`src/rtl/serial_adder_seq_pkg.sv`:
```
// serial_adder_seq_pkg: shared FSM encoding, default width and counter sizing helper
package serial_adder_seq_pkg;

    typedef enum logic [1:0] {
        IDLE = 2'd0,
        RUN  = 2'd1,
        DONE = 2'd2
    } state_e;

    localparam int DEFAULT_WIDTH = 8;

    // Bit counter needs at least one bit even when WIDTH is 1.
    function automatic int cnt_width(input int w);
        return (w > 1) ? $clog2(w) : 1;
    endfunction

endpackage

```
`src/rtl/adder_test.sv`:
```
// adder_test: 1-bit half adder stage
//   i_bit1, i_bit2 : operand bits
//   o_sum          : i_bit1 ^ i_bit2
//   o_carry        : i_bit1 & i_bit2
module adder_test (
    input  logic i_bit1,
    input  logic i_bit2,
    output logic o_sum,
    output logic o_carry
);

    assign o_sum   = i_bit1 ^ i_bit2;
    assign o_carry = i_bit1 & i_bit2;

endmodule

```
`src/rtl/serial_add_top.sv`:
```
// serial_add_top: serial adder controller wired to its half adder stage
//   clk, i_rst_n     : clock, synchronous active-low reset
//   i_valid/o_ready  : operand handshake, i_op_a/i_op_b operands
//   o_valid/i_ready  : result handshake, o_result/o_carry_out result
module serial_add_top
    import serial_adder_seq_pkg::*;
#(
    parameter int WIDTH = DEFAULT_WIDTH
) (
    input  logic             clk,
    input  logic             i_rst_n,
    input  logic             i_valid,
    output logic             o_ready,
    input  logic [WIDTH-1:0] i_op_a,
    input  logic [WIDTH-1:0] i_op_b,
    output logic             o_valid,
    input  logic             i_ready,
    output logic [WIDTH-1:0] o_result,
    output logic             o_carry_out
);

    logic bit1, bit2, sum, carry;

    serial_adder_seq #(.WIDTH(WIDTH)) u_seq (
        .clk        (clk),
        .i_rst_n    (i_rst_n),
        .i_valid    (i_valid),
        .o_ready    (o_ready),
        .i_op_a     (i_op_a),
        .i_op_b     (i_op_b),
        .o_bit1     (bit1),
        .o_bit2     (bit2),
        .i_sum      (sum),
        .i_carry    (carry),
        .o_valid    (o_valid),
        .i_ready    (i_ready),
        .o_result   (o_result),
        .o_carry_out(o_carry_out)
    );

    adder_test u_ha (
        .i_bit1 (bit1),
        .i_bit2 (bit2),
        .o_sum  (sum),
        .o_carry(carry)
    );

endmodule

```
`src/rtl/serial_adder_seq.sv`:
```
// serial_adder_seq: bit-serial WIDTH-bit adder controller driving an external half adder
//   clk, i_rst_n            : clock, synchronous active-low reset
//   i_valid/o_ready         : operand handshake, i_op_a/i_op_b operands
//   o_bit1/o_bit2           : LSB-first operand bits to the half adder (RUN only)
//   i_sum/i_carry           : half adder returns, sampled in RUN
//   o_valid/i_ready         : result handshake, o_result/o_carry_out result
module serial_adder_seq
    import serial_adder_seq_pkg::*;
#(
    parameter int WIDTH = DEFAULT_WIDTH
) (
    input  logic             clk,
    input  logic             i_rst_n,
    input  logic             i_valid,
    output logic             o_ready,
    input  logic [WIDTH-1:0] i_op_a,
    input  logic [WIDTH-1:0] i_op_b,
    output logic             o_bit1,
    output logic             o_bit2,
    input  logic             i_sum,
    input  logic             i_carry,
    output logic             o_valid,
    input  logic             i_ready,
    output logic [WIDTH-1:0] o_result,
    output logic             o_carry_out
);

    localparam int CW = cnt_width(WIDTH);
    localparam logic [CW-1:0] LAST = CW'(WIDTH - 1);

    state_e           state_q, state_d;
    logic [WIDTH-1:0] a_sh_q, a_sh_d, b_sh_q, b_sh_d, res_sh_q, res_sh_d;
    logic [CW-1:0]    cnt_q, cnt_d;
    logic             carry_q, carry_d;
    logic             s;

    always_ff @(posedge clk) begin
        if (!i_rst_n) begin
            state_q  <= IDLE;
            a_sh_q   <= '0;
            b_sh_q   <= '0;
            res_sh_q <= '0;
            cnt_q    <= '0;
            carry_q  <= 1'b0;
        end else begin
            state_q  <= state_d;
            a_sh_q   <= a_sh_d;
            b_sh_q   <= b_sh_d;
            res_sh_q <= res_sh_d;
            cnt_q    <= cnt_d;
            carry_q  <= carry_d;
        end
    end

    always_comb begin
        state_d  = state_q;
        a_sh_d   = a_sh_q;
        b_sh_d   = b_sh_q;
        res_sh_d = res_sh_q;
        cnt_d    = cnt_q;
        carry_d  = carry_q;
        // Half-adder sum folded with our carry gives the full-adder sum bit.
        s        = i_sum ^ carry_q;
        case (state_q)
            IDLE: if (i_valid) begin
                a_sh_d  = i_op_a;
                b_sh_d  = i_op_b;
                cnt_d   = '0;
                carry_d = 1'b0;
                state_d = RUN;
            end
            RUN: begin
                carry_d  = i_carry | (i_sum & carry_q);
                // Shift s in at the MSB; written this way so WIDTH=1 needs no empty slice.
                res_sh_d = WIDTH'({s, res_sh_q} >> 1);
                a_sh_d   = a_sh_q >> 1;
                b_sh_d   = b_sh_q >> 1;
                cnt_d    = cnt_q + 1'b1;
                state_d  = (cnt_q == LAST) ? DONE : RUN;
            end
            DONE: state_d = i_ready ? IDLE : DONE;
            default: state_d = IDLE;
        endcase
    end

    assign o_ready     = (state_q == IDLE);
    assign o_valid     = (state_q == DONE);
    assign o_bit1      = (state_q == RUN) & a_sh_q[0];
    assign o_bit2      = (state_q == RUN) & b_sh_q[0];
    assign o_result    = o_valid ? res_sh_q : '0;
    assign o_carry_out = o_valid & carry_q;

endmodule

```
`config.mk`:
```
export PLATFORM = sky130hd
export DESIGN_NAME = serial_add_top
export DESIGN_NICKNAME = d
export VERILOG_FILES = /design/src/rtl/serial_adder_seq_pkg.sv /design/src/rtl/adder_test.sv /design/src/rtl/serial_add_top.sv /design/src/rtl/serial_adder_seq.sv
export SDC_FILE = /design/constraint.sdc
export NUM_CORES = 1
export LEC_CHECK = 0
export ABC_AREA = 1
export BUFFER_PORTS_ARGS = -buffer_cell sky130_fd_sc_hd__buf_2
export CAP_MARGIN = 10
export CORE_MARGIN = 1.5
export CORE_UTILIZATION = 35
export DETAILED_ROUTE_END_ITERATION = 7
export RECOVER_POWER = 100
export SYNTH_ARGS = -nofsm -noshare
export SYNTH_HDL_FRONTEND = slang
export SYNTH_SLANG_ARGS = --single-unit
```
`constraint.sdc`:
```
create_clock -name clk -period 4.2 [get_ports clk]
set_input_delay 0.21 -clock clk [delete_from_list [all_inputs] [get_ports clk]]
set_output_delay 0.21 -clock clk [all_outputs]
set_load 0.1 [all_outputs]
```
# ---- Word-level counts from Yosys, hierarchy flattened
# Cells that the tools add are included.
# Widths: inputs -> output; s select.
dict set report totals {
  register_bits 30
  inputBits 20
  output_inout_bits 11
  wordCells 35
}
dict set report classes {
  add_sub_neg 1
  eq_ne 4
  muxes 13
  n_bitwise 8
  reduce_logical 3
}
# operator n
set ops {}
lappend ops {{$pmux 8 s2} 2}
lappend ops {{$mux 8} 3}
lappend ops {{$mux 2} 3}
lappend ops {{$pmux 2 s3} 1}
lappend ops {{$pmux 3 s2} 1}
lappend ops {{$and 1x1->1} 5}
lappend ops {{$add 3x1->3 const B} 1}
lappend ops {{$eq 3x3->1 const B} 1}
lappend ops {{$mux 3} 1}
lappend ops {{$eq 2x1->1 const B} 1}
lappend ops {{$eq 2x2->1 const B} 1}
lappend ops {{$logic_not 2->1} 1}
lappend ops {{$ne 2x2->1 const B} 1}
lappend ops {{$pmux 1 s2} 1}
lappend ops {{$reduce_and 2->1} 1}
lappend ops {{$reduce_bool 2->1} 1}
lappend ops {{$xor 1x1->1} 2}
lappend ops {{$mux 1} 1}
lappend ops {{$or 1x1->1} 1}

# ---- Depth between registers and ports, before layout
dict set report depth {
  depth_word 6
  ltp_mapped 9
  mapped_depth_nobuf 8
}

# ---- Modules after synthesis
# Synthesis repeated with hierarchy kept, for this count alone.
dict set report unflattened {
  hier_cells 229
  hier_area_um2 1476.4
}
# mod instances cells_per_inst area_each_um2 seq_area_each_um2
set by_module_without_submodules {}
lappend by_module_without_submodules {serial_adder_seq 1 228 1463.9 600.6}
lappend by_module_without_submodules {adder_test 1 1 12.5 0.0}

# ---- Worst setup path after synthesis
# No wires, ideal clock.
dict set report synth_path {
  path_type {flip-flop to output port}
  startpoint {register u_seq.state_q[0]}
  endpoint {output port o_carry_out}
  t_arrival_ns 3.736
  path_slack_ns 0.254
  path_stages_with_launch 5
  path_cell_list {dfxtp_1 buf_6 nor2_1 clkinv_1 nor2_1}
}
dict set report synth_between {
  elab_chain_cells 2
}
# element line
set synth_rtl {}
lappend synth_rtl {{from (decl)} serial_adder_seq.sv:31} ;# state_e state_q, state_d;
lappend synth_rtl {{from (signal assigned)} serial_adder_seq.sv:46} ;# state_q <= state_d;
lappend synth_rtl {{$eq 2x2->1} serial_adder_seq.sv:87} ;# assign o_valid = (state_q == DONE);
lappend synth_rtl {{via o_valid} serial_add_top.sv:16} ;# output logic o_valid,
lappend synth_rtl {{$and 1x1->1} serial_adder_seq.sv:91} ;# assign o_carry_out = o_valid & carry_q;
lappend synth_rtl {{to (decl)} serial_add_top.sv:19} ;# output logic o_carry_out
# The timed path passes the listed nets, and every way through them passes these cells.

# ---- Worst setup path after layout
dict set report layout_path {
  startpoint {register u_seq.state_q[0]}
  endpoint {register u_seq.a_sh_q[7]}
}
dict set report layout_between {
  elab_chain_cells 3
}
# element line
set layout_rtl {}
lappend layout_rtl {{$eq 2x1->1 or $logic_not 2->1 (tied branches)} serial_adder_seq.sv:64} ;# case (state_q)
lappend layout_rtl {{$reduce_bool 2->1 (no line) or $ne 2x2->1 (tied branches)} --}
lappend layout_rtl {{$reduce_and 2->1 (no line)} --}
lappend layout_rtl {{to (signal assigned)} serial_adder_seq.sv:47} ;# a_sh_q <= a_sh_d;
lappend layout_rtl {{to (decl)} serial_adder_seq.sv:32} ;# logic [WIDTH-1:0] a_sh_q, a_sh_d, b_sh_q, b_sh_d, res_sh_q, res_sh_d;
# Parallel ways exist; a longest one is shown, timed or not.
# A chain may end at the register's enable or synchronous reset.

==> impl_metrics.csv <==
group,metric,value,unit
yosys,yosysWarnings,0,
power,power_frac_comb,14.1,%
setup_path,critPathMaxStageDelay,1.70,ns
setup_path,cp-end-kind,"register",
power,p_int,0.000472,W
timing,min_period,2.61,ns
setup_path,cp_top_family,"compound AO/OA/AOI/OAI gates",
floorplan,fp-row-count,23,
floorplan,die_x,68.0,um
power,seqPwrFrac,49.1,%
clocking,ctsLongestPathBuffers,2,
timing,slew_headroom,-44.3,%
placement,placed_area,1620,um^2
global_route,grt_pass1_vias,1129,
timing,finalSetupTns,0,ns
global_route,gr-total-overflow,0,
setup_path,rrSetupSlack,1.59,ns
timing,hold_slack,0.184,ns
yosys,ys_ff_latch,30,
power,p_switching,0.000175,W
global_route,antenna_found_initial,0,
setup_path,crit_arrival,2.83,ns
layout,syn_to_final_growth,14.0,%
floorplan,die_y,68.0,um
detailed_routing,wirelength,2860,um
floorplan,die_area,4620,um^2
clocking,htree_levels,2,
setup_path,path_max_fanout,35,
global_route,grt_max_degree,36,
timing,post-route-period-util,62.1,%
timing,rsz0062_at_grt,"false",
power,switching_share,27.0,%
setup_path,rr_startpoint,"u_seq.state_q[0]$_SDFFE_PN0P_",
power,p_leak,0.831,nW
setup_path,crit_chain,"o21ai_1, nand2_1, a21oi_1",
detailed_routing,drc,0,
setup_path,cp.depth,3,
clocking,clock_latency,0.28,ns
clocking,post_cts_resized,0,
detailed_routing,vias,1309,
setup_path,crit_slowest_cell,"o21ai_1",
yosys,ys_seq_area_share,40.6,%
global_route,grt_pass1_wl,4790,um
timing,skew,0.00345,ns
clocking,cts_tree,"done",
yosys,syn-cell-area,1480,um^2
clocking,cts_setup_buffers,0,
layout,stdcell_count,308,
layout,final_area,1690,um^2
timing,worstMarginPinSlew,2.15,ns
hold_path,hp-class,"input port to register",
global_route,gr-usage-all-layers,14.1,%
detailed_routing,drt-initial-drc-count,56,
power,clkPwrFrac,36.9,%
timing,hold_viol,0,
floorplan,start_util,36.7,%
layout,final_layout_size_suffix_gt1_share,10.1,%
placement,dp.cells,300,
detailed_routing,post_drt_wl_per_cell,9.28,um
clocking,clkSlewWorstSetupHoldPaths,0.06,ns
detailed_routing,viasPerCell,4.25,
status,status,"finished, violations left",
detailed_routing,firstDrtPassIters,4,
placement,place.gp.congestion,0.722,
hold_path,min_path_cells,4,
setup_path,cp_num_buf_inv,0,
clocking,ctsHoldBuffers,0,
power,power_density,384,nW/um^2
setup_path,worstSetupPathType,"register to register",
flow_run,timing.max_cap.violations,1,
power,vdd_drop_max,0.153,mV
clocking,cts_buffers,5,
clocking,clock-sinks,30,
hold_path,min_from,"i_ready",
yosys,syn_inst,229,
timing,fmaxAchievable,383,MHz
status,violations,"max-capacitance violations, max-slew violations",
timing,slew_viol_final,36,
layout,diodes,0,
setup_path,ff2ff_path_depth,3,
timing,setup_viol,0,
placement,hpwl,1930,um
setup_path,cp.required,4.42,ns
floorplan,coreArea,4030,um^2
yosys,ys_types,17,
power,power,0.000647,W
placement,port_buffers,30,
floorplan,ios,31,
clocking,cts_root_buf,"clkbuf_8",
layout,nets,280,
setup_path,startpoint,"u_seq.state_q[0]$_SDFFE_PN0P_",
yosys,syn_nets,252,
yosys,syn_area_per_cell,6.46,um^2
detailed_routing,postRouteAntennaNets,0,
setup_path,startpoint_type,"register",
flip-flops by register name (all words and copies together) (netlist names):
signal,count
u_seq.cnt_q,3
u_seq.state_q,2
u_seq.res_sh_q,8
u_seq.a_sh_q,8
u_seq.b_sh_q,8
u_seq.carry_q,1
cells in the mapped netlist:
library cell | instances | area [um^2]
a21oi_1 | 28 | 140
nand3_1 | 2 | 10.0
ha_1 | 2 | 25.0
clkinv_1 | 1 | 3.75
clkbuf_1 | 1 | 3.75
buf_4 | 1 | 7.51
buf_1 | 1 | 3.75
fa_1 | 1 | 20.0
o21ai_0 | 8 | 40.0
o21ai_4 | 1 | 16.3
inv_2 | 1 | 3.75
buf_2 | 3 | 15.0
nor2_1 | 28 | 105
buf_6 | 4 | 45.0
dfxtp_1 | 30 | 601
nand2_1 | 73 | 274
inv_1 | 44 | 165
power by group through the flow:
stage	Combinational, W	Sequential [W]	Clock [W]
final	0.0000910	0.000317	0.000239
after global placement	0.0000920	0.000324	0
after global routing	0.000106	0.000320	0.000260
after floorplan	0.0000794	0.000318	0
after CTS	0.0000928	0.000318	0.000247
after detailed placement	0.0000922	0.000324	0
final cells by class:
type                    count  area [um^2]
inverters                  46          173
well taps                  50         62.6
multi-input cells         143          619
clock buffers               7         86.3
repair buffers             31          140
flip-flops and latches     30          601
fillers                   449         2340
clock inverters             1         5.00
cell usage in the layout (no fill, tap or decap), drive strengths merged:
cell type,n
nor2,28
clkinv,2
ha,2
inv,45
fa,1
a21oi,28
nand3,2
dfxtp,30
nand2,73
o21ai,9
clkbuf,19
buf,19
path summary, 6_finish.rpt:
check                                         to
setup / recovery    u_seq.a_sh_q[7]$_SDFFE_PN0P_
hold reg to reg   u_seq.res_sh_q[0]$_SDFFE_PN0P_
hold / removal     u_seq.state_q[1]$_SDFFE_PN0P_
setup reg to reg    u_seq.a_sh_q[7]$_SDFFE_PN0P_
cell families after synthesis:
family	after synthesis	share of synthesized area, %
AO/OA/AOI/OAI	37	13.3
adder cells (fa/ha/maj)	3	3.05
buffers and inverters	56	16.8
flip-flops	30	40.6
AND/OR/NAND/NOR	103	26.3
stage by stage:
step	util, %	setup WS (ns)
after detailed placement	40.3	2.22
after global placement	40.3	2.29
after CTS	42.6	2.02
after floorplan	-	0.254
after global routing	41.9	1.17
final	41.9	1.59
per-layer routing:
metal	track usage (%)	routed length (um)	vias to the layer above
met2	22.2	1260	25
li1	-	-	729
met5	0	0	-
met3	5.43	150	5
met1	17.2	1400	550
met4	6.00	44	0
worst min-delay path, delay by kind of cell:
kind	cells	cell delay, ns
AO/OA/AOI/OAI	1	0.05
AND/OR/NAND/NOR	1	0.05
buffers and inverters	2	0.11
Power figures use the tool's default switching activity.
